--- config.mk ---
export PLATFORM = sky130hd
export DESIGN_NAME = steering_pwm_mc
export DESIGN_NICKNAME = d
export VERILOG_FILES = /design/src/rtl/steering_pkg.sv /design/src/rtl/steering_axis_ch.sv /design/src/rtl/steering_pwm_mc.sv
export SDC_FILE = /design/constraint.sdc
export NUM_CORES = 1
export LEC_CHECK = 0
export BUFFER_PORTS_ARGS = -buffer_cell sky130_fd_sc_hd__buf_2
export CAP_MARGIN = 20
export CORE_UTILIZATION = 51
export CTS_CLUSTER_SIZE = 25
export DETAILED_ROUTE_END_ITERATION = 12
export PLACE_DENSITY = 0.73
export SETUP_SLACK_MARGIN = 0.3
export SLEW_MARGIN = 5
export SYNTH_ARGS = -nofsm -noshare
export SYNTH_HDL_FRONTEND = slang
export SYNTH_SLANG_ARGS = --single-unit
--- constraint.sdc ---
create_clock -name clk -period 6.5 [get_ports clk]
set_input_delay 0.325 -clock clk [delete_from_list [all_inputs] [get_ports clk]]
set_output_delay 0.325 -clock clk [all_outputs]
set_load 0.03 [all_outputs]
--- src/rtl/steering_pkg.sv ---
// Shared types and defaults for the multi-axis joystick-to-PWM steering block.
// slew_toward() moves a duty value toward a target by a bounded step per PWM period.
package steering_pkg;

    typedef enum logic [1:0] {
        DIR_NONE = 2'd0,
        DIR_POS  = 2'd1,
        DIR_NEG  = 2'd2
    } dir_t;

    localparam int DEF_N_AXIS       = 2;
    localparam int DEF_VAL_W        = 11;
    localparam int DEF_CENTER       = 512;
    localparam int DEF_DEADBAND     = 16;
    localparam int DEF_SCALE        = 40;
    localparam int DEF_TICK_DIV     = 100;
    localparam int DEF_PERIOD_TICKS = 20000;
    localparam int DEF_SLEW_STEP    = 0;

    // A step of 0 means unlimited: jump straight to the target.
    function automatic int slew_toward(input int cur, input int tgt, input int step);
        int res;
        if (step == 0) begin
            res = tgt;
        end else if (tgt > cur) begin
            res = (tgt - cur > step) ? cur + step : tgt;
        end else begin
            res = (cur - tgt > step) ? cur - step : tgt;
        end
        return res;
    endfunction

endpackage

--- src/rtl/steering_axis_ch.sv ---
// One steering axis: converts a joystick sample into a target duty/direction, applies it
// at period boundaries with slew limiting and break-before-reverse, and drives the PWM pair.
module steering_axis_ch
    import steering_pkg::*;
#(
    parameter int VAL_W        = DEF_VAL_W,
    parameter int CENTER       = DEF_CENTER,
    parameter int DEADBAND     = DEF_DEADBAND,
    parameter int SCALE        = DEF_SCALE,
    parameter int PERIOD_TICKS = DEF_PERIOD_TICKS,
    parameter int SLEW_STEP    = DEF_SLEW_STEP,
    parameter int DUTY_W       = $clog2(PERIOD_TICKS + 1)
) (
    input  logic              clk,
    input  logic              rst,
    input  logic              i_en,
    input  logic              i_boundary,
    input  logic [DUTY_W-1:0] i_pc,
    input  logic [VAL_W-1:0]  i_x,
    input  logic              i_valid,
    output logic              o_pwm_pos,
    output logic              o_pwm_neg
);

    localparam logic signed [VAL_W:0] CENTER_S = (VAL_W + 1)'(CENTER);

    logic signed [VAL_W:0] w_diff;
    logic [VAL_W:0]        w_mag;
    logic [31:0]           w_mag_ext;
    logic [31:0]           w_prod;
    logic [DUTY_W-1:0]     w_tduty_new;
    dir_t                  w_tdir_new;
    logic [DUTY_W-1:0]     w_step_target;
    logic [DUTY_W-1:0]     w_step_zero;

    logic [DUTY_W-1:0]     r_tduty;
    dir_t                  r_tdir;
    logic [DUTY_W-1:0]     r_applied;
    dir_t                  r_dir;
    logic                  r_pwm_pos;
    logic                  r_pwm_neg;

    assign w_diff    = $signed({1'b0, i_x}) - CENTER_S;
    assign w_mag     = w_diff[VAL_W] ? $unsigned(-w_diff) : $unsigned(w_diff);
    assign w_mag_ext = 32'(w_mag);
    assign w_prod    = (w_mag_ext - 32'(DEADBAND)) * 32'(SCALE);

    always_comb begin
        // NOTE: every output of this block gets a default first, so no latch is inferred.
        w_tduty_new = '0;
        w_tdir_new  = DIR_NONE;
        if (w_mag_ext > 32'(DEADBAND)) begin
            w_tdir_new  = w_diff[VAL_W] ? DIR_NEG : DIR_POS;
            w_tduty_new = (w_prod >= 32'(PERIOD_TICKS)) ? DUTY_W'(PERIOD_TICKS)
                                                         : w_prod[DUTY_W-1:0];
        end
    end

    assign w_step_target = DUTY_W'(slew_toward(int'(r_applied), int'(r_tduty), SLEW_STEP));
    assign w_step_zero   = DUTY_W'(slew_toward(int'(r_applied), 0, SLEW_STEP));

    // Targets survive en=0 so the drive resumes where it was once re-enabled.
    always_ff @(posedge clk) begin
        if (rst) begin
            r_tduty <= '0;
            r_tdir  <= DIR_NONE;
        end else if (i_valid) begin
            r_tduty <= w_tduty_new;
            r_tdir  <= w_tdir_new;
        end
    end

    always_ff @(posedge clk) begin
        if (rst || !i_en) begin
            r_applied <= '0;
            r_dir     <= DIR_NONE;
        end else if (i_boundary) begin
            if (r_dir == r_tdir || r_applied == '0) begin
                if (r_tdir != DIR_NONE) begin
                    r_dir <= r_tdir;
                end
                r_applied <= w_step_target;
            end else begin
                // Direction change: drain to zero first, keeping the old direction.
                r_applied <= w_step_zero;
            end
        end
    end

    always_ff @(posedge clk) begin
        if (rst) begin
            r_pwm_pos <= 1'b0;
            r_pwm_neg <= 1'b0;
        end else begin
            r_pwm_pos <= i_en && (r_dir == DIR_POS) && (i_pc < r_applied);
            r_pwm_neg <= i_en && (r_dir == DIR_NEG) && (i_pc < r_applied);
        end
    end

    assign o_pwm_pos = r_pwm_pos;
    assign o_pwm_neg = r_pwm_neg;

endmodule

--- src/rtl/steering_pwm_mc.sv ---
// N-axis joystick-to-PWM drive generator: shared prescaler/period timebase plus one
// steering_axis_ch per axis, each producing a bidirectional pos/neg PWM pair.
module steering_pwm_mc
    import steering_pkg::*;
#(
    parameter int N_AXIS       = DEF_N_AXIS,
    parameter int VAL_W        = DEF_VAL_W,
    parameter int CENTER       = DEF_CENTER,
    parameter int DEADBAND     = DEF_DEADBAND,
    parameter int SCALE        = DEF_SCALE,
    parameter int TICK_DIV     = DEF_TICK_DIV,
    parameter int PERIOD_TICKS = DEF_PERIOD_TICKS,
    parameter int SLEW_STEP    = DEF_SLEW_STEP
) (
    input  logic                    clk,
    input  logic                    rst,
    input  logic                    en,
    input  logic [N_AXIS*VAL_W-1:0] x_val,
    input  logic [N_AXIS-1:0]       x_valid,
    output logic [N_AXIS-1:0]       pwm_pos,
    output logic [N_AXIS-1:0]       pwm_neg,
    output logic                    period_start
);

    localparam int PRESC_W = (TICK_DIV > 1) ? $clog2(TICK_DIV) : 1;
    localparam int DUTY_W  = $clog2(PERIOD_TICKS + 1);

    logic [PRESC_W-1:0] r_presc;
    logic [DUTY_W-1:0]  r_pc;
    logic               r_period_start;
    logic               w_tick;
    logic               w_boundary;

    assign w_tick     = (r_presc == PRESC_W'(TICK_DIV - 1));
    assign w_boundary = en && w_tick && (r_pc == DUTY_W'(PERIOD_TICKS - 1));

    always_ff @(posedge clk) begin
        // NOTE: sequential state uses non-blocking assignments so all channels see the pre-edge pc.
        if (rst || !en) begin
            r_presc        <= '0;
            r_pc           <= '0;
            r_period_start <= 1'b0;
        end else begin
            r_period_start <= w_boundary;
            if (w_tick) begin
                r_presc <= '0;
                r_pc    <= (r_pc == DUTY_W'(PERIOD_TICKS - 1)) ? '0 : r_pc + 1'b1;
            end else begin
                r_presc <= r_presc + 1'b1;
            end
        end
    end

    assign period_start = r_period_start;

    for (genvar g = 0; g < N_AXIS; g++) begin : g_axis
        steering_axis_ch #(
            .VAL_W       (VAL_W),
            .CENTER      (CENTER),
            .DEADBAND    (DEADBAND),
            .SCALE       (SCALE),
            .PERIOD_TICKS(PERIOD_TICKS),
            .SLEW_STEP   (SLEW_STEP),
            .DUTY_W      (DUTY_W)
        ) u_ch (
            .clk       (clk),
            .rst       (rst),
            .i_en      (en),
            .i_boundary(w_boundary),
            .i_pc      (r_pc),
            .i_x       (x_val[g*VAL_W +: VAL_W]),
            .i_valid   (x_valid[g]),
            .o_pwm_pos (pwm_pos[g]),
            .o_pwm_neg (pwm_neg[g])
        );
    end

endmodule

==> results.sh <==
export IMPL_synthTopCellsByArea="dfxtp_1 26%, ha_1 16%, xor2_1 4.7%"
export IMPL_dpl_hpwl_mm=10.9
export IMPL_min_period_over_period_pct=79.3
export IMPL_arrival_ns=5.44
export IMPL_startpoint_type="input port"
export IMPL_num_vias=5624
export IMPL_yosysTopAreaCell="dfxtp_1"
export IMPL_synth_adder_area_share_pct=16.3
export IMPL_rr_worst_depth=10
export IMPL_drive_gt1_share_pct=10.1
export IMPL_start_util_pct=52.8
export IMPL_synth_edff_count=0
export IMPL_area_growth_syn_to_layout_pct=8.45
export IMPL_r2r_start="r_pc[0]"
export IMPL_ys_flop_type="dfxtp_1"
export IMPL_slew_viol_final=0
export IMPL_finalPower_mw=1.68
export IMPL_rsz0062_at_grt="no"
export IMPL_clockBufferDepth=2
export IMPL_finalSetupTns_ns=0
export IMPL_clockRootBuffer="clkbuf_16"
export IMPL_crit_type="input port to flop"
export IMPL_syn_nets=881
export IMPL_status="finished clean"
export IMPL_postRouteAntennaNets=0
export IMPL_fmax_mhz=194
export IMPL_endpoint_kind="flop"
export IMPL_relSlewSlack_pct=33.7
export IMPL_final_setup_viol_count=0
export IMPL_clock_latency_ns=0.34
export IMPL_synth_top_family_by_area="simple AND/OR/NAND/NOR gates"
export IMPL_drt_pass1_iterations=5
export IMPL_cts_buffers=9
export IMPL_worstMarginPinSlew_ns=0.994
export IMPL_cts_tree="done"
export IMPL_postCtsSetupRepairBufs=0
export IMPL_ys_warn_count=0
export IMPL_reg2reg_to="g_axis[0].u_ch.r_dir[0]"
export IMPL_hold_path_end="g_axis[0].u_ch.r_tduty[9]"
export IMPL_final_util_pct=57.3
export IMPL_finalHoldWorstSlack_ns=0.310
export IMPL_maxCapViolCount=0
export IMPL_synth_seq_area_share_pct=26.0
export IMPL_synth_compound_area_share_pct=20.8
export IMPL_path_clk_slew_ns=0.06
export IMPL_syn_inst=772
export IMPL_cp_required_ns=6.78
export IMPL_clock_sinks=83
export IMPL_regArea_mm2=0.00166
export IMPL_syn_cell_area_mm2=0.00639
export IMPL_final_nets=895
export IMPL_cts_hold_buffers_added=0
export IMPL_htreeDepth=3
export IMPL_synth_seq_cells=83
export IMPL_drc=0
export IMPL_port_buffers=31
export IMPL_track_usage_pct=22.6
export IMPL_power_density_mw_per_mm2=242
export IMPL_critical_path_peak_fanout=8
export IMPL_fillCellCount=1110
export IMPL_postRouteWirelength_mm=14.0
export IMPL_ctsResizeCount=0
export IMPL_viasPerCell=5.86
export IMPL_grt_pass1_wl_mm=24.2
export IMPL_min_from="x_valid[0]"
export IMPL_skew_ns=0.0132
export IMPL_die_area_mm2=0.0130
export IMPL_rrSetupSlack_ns=3.51
export IMPL_rows=40
export IMPL_post_synth_cell_area_avg_um2=8.28
export IMPL_synth_xor_area_share_pct=8.49
export IMPL_io_pins=32
export IMPL_drt_iter0_drc=349
export IMPL_multi_input_area_mm2=0.00437
export IMPL_hold_viol_final=0
export IMPL_dieWidth_um=114
export IMPL_hold_class="input port to flop"
export IMPL_synth_distinct_cells=88
export IMPL_overflow=0
export IMPL_p_leak_nw=2.69
export IMPL_wl_per_cell_um=14.6
export IMPL_place_gp_congestion=0.855
export IMPL_grt_start_max_net_pins=26
export IMPL_diodes=0
export IMPL_die_h_um=114
export IMPL_min_path_cells=2
export IMPL_synth_simple_area_share_pct=22.1
export IMPL_core_area_mm2=0.0121
export IMPL_synth_top_area_share_pct=26.0
export IMPL_synthArstFlopShare_pct=0
export IMPL_synth_mux_area_share_pct=0.665
export IMPL_vdd_ir_drop_max_mv=0.116
export IMPL_fin_crit_ns=5.16
export IMPL_antenna_found_initial=0
export IMPL_grt_pass1_vias=5394
-- worst max-delay path by stage --
stage	start	end	cells past startpoint	slack (ns)
after floorplan	x_val[0]	g_axis[0].u_ch.r_tduty[13]	18	1.87
after global placement	x_val[0]	g_axis[0].u_ch.r_tduty[13]	20	1.30
after detailed placement	x_val[9]	g_axis[0].u_ch.r_tduty[4]	18	1.08
after CTS	x_val[9]	g_axis[0].u_ch.r_tduty[4]	18	1.42
after global routing	x_val[0]	g_axis[0].u_ch.r_tduty[4]	19	0.92
final	x_val[0]	g_axis[0].u_ch.r_tduty[4]	19	1.34
-- metrics by stage --
stage,instances,instance area (um2),worst slack [ns]
floorplan,772,6390,1.87
global placement,943,6620,1.30
detailed placement,943,6620,1.08
CTS,959,6930,1.42
global route,959,6930,0.916
finish,959,6930,1.34
-- layer usage --
layer | vias up | wire length [um] | GRT usage (%) | part of all wire, %
li1 | 2845 | - | - | -
met1 | 2610 | 6320 | 28.4 | 45
met2 | 141 | 6770 | 39.4 | 49
met3 | 28 | 544 | 2.82 | 3.9
met4 | 0 | 320 | 8.66 | 2.3
met5 | - | 0 | 0 | 0
-- report_power, final --
| group | total [mW] | switching [mW] | leakage [nW] | internal (mW) |
|---|---|---|---|---|
| logic | 0.602 | 0.352 | 1.87 | 0.250 |
| clock network | 0.516 | 0.205 | 0.149 | 0.311 |
| registers | 0.560 | 0.0188 | 0.673 | 0.541 |
| total | 1.68 | 0.576 | 2.69 | 1.10 |
-- cell usage after synthesis, types with 10 or more instances --
library cell / number
a21o_1: 10
a21oi_1: 42
a22oi_1: 25
clkbuf_1: 19
dfxtp_1: 83
ha_1: 80
inv_1: 55
nand2_1: 68
nand2b_1: 13
nand3_1: 17
nand4_1: 12
nor2_1: 74
nor3_1: 18
nor4_1: 13
o21ai_0: 23
xnor2_1: 28
xor2_1: 34
-- state kept, by name, indices dropped and copies added, names as in the netlist --
name	flops
g_axis.u_ch.o_pwm_pos	2
r_pc	15
g_axis.u_ch.r_tduty	24
g_axis.u_ch.o_pwm_neg	2
g_axis.u_ch.r_tdir	4
g_axis.u_ch.r_dir	4
g_axis.u_ch.r_applied	24
r_presc	7
period_start	1
-- cell families (layout without fill, tap and decap cells) --
group,count (synthesis),after routing
AND/OR/NAND/NOR,274,274
AO/OA/AOI/OAI,181,181
buffers and inverters,86,105
flip-flops,83,83
adder cells (fa/ha/maj),82,82
XOR/XNOR,62,62
multiplexers,4,4
-- critical path, cell delays in order --
cell     delay (ns)
buf_2          0.14
inv_1          0.12
ha_1           0.20
nor3b_1        0.49
a31oi_1        0.18
o32a_1         0.36
nor3b_1        0.52
nand3_1        0.19
a41o_1         0.30
ha_1           0.29
ha_1           0.37
a21oi_1        0.14
o21ai_0        0.17
o41a_1         0.37
nor3_1         0.16
o32ai_1        0.13
buf_4          0.18
nor4b_1        0.57
a22o_1         0.22
-- cells in the final DEF, fill, tap and decap left out, drive strengths merged, types with 4 or more instances in the layout --
cell     count
buf         34
nand2       68
nand4       12
a21o        10
and4         4
or3          7
or2          6
nor3        18
o21ai       30
a22oi       25
dfxtp       83
xor2        34
and3         7
o41ai       10
nand2b      13
nor2        74
nand3b       4
o311ai       4
nor4        13
o31ai        7
clkbuf      10
o2111ai      4
ha          80
o32ai        5
a21oi       42
nor2b        7
xnor2       28
inv         56
or4          4
nand3       17
o211ai       4
or4b         4
-- area by class of cell --
type	count	area share, %
multi-input combinational	603	63.0
sequential	83	24.0
clock buffer	10	3.45
tap	168	3.03
inverter	55	2.98
timing repair buffer	34	2.56
clock inverter	6	1.05
No activity file was read; power rests on OpenSTA's default activity.
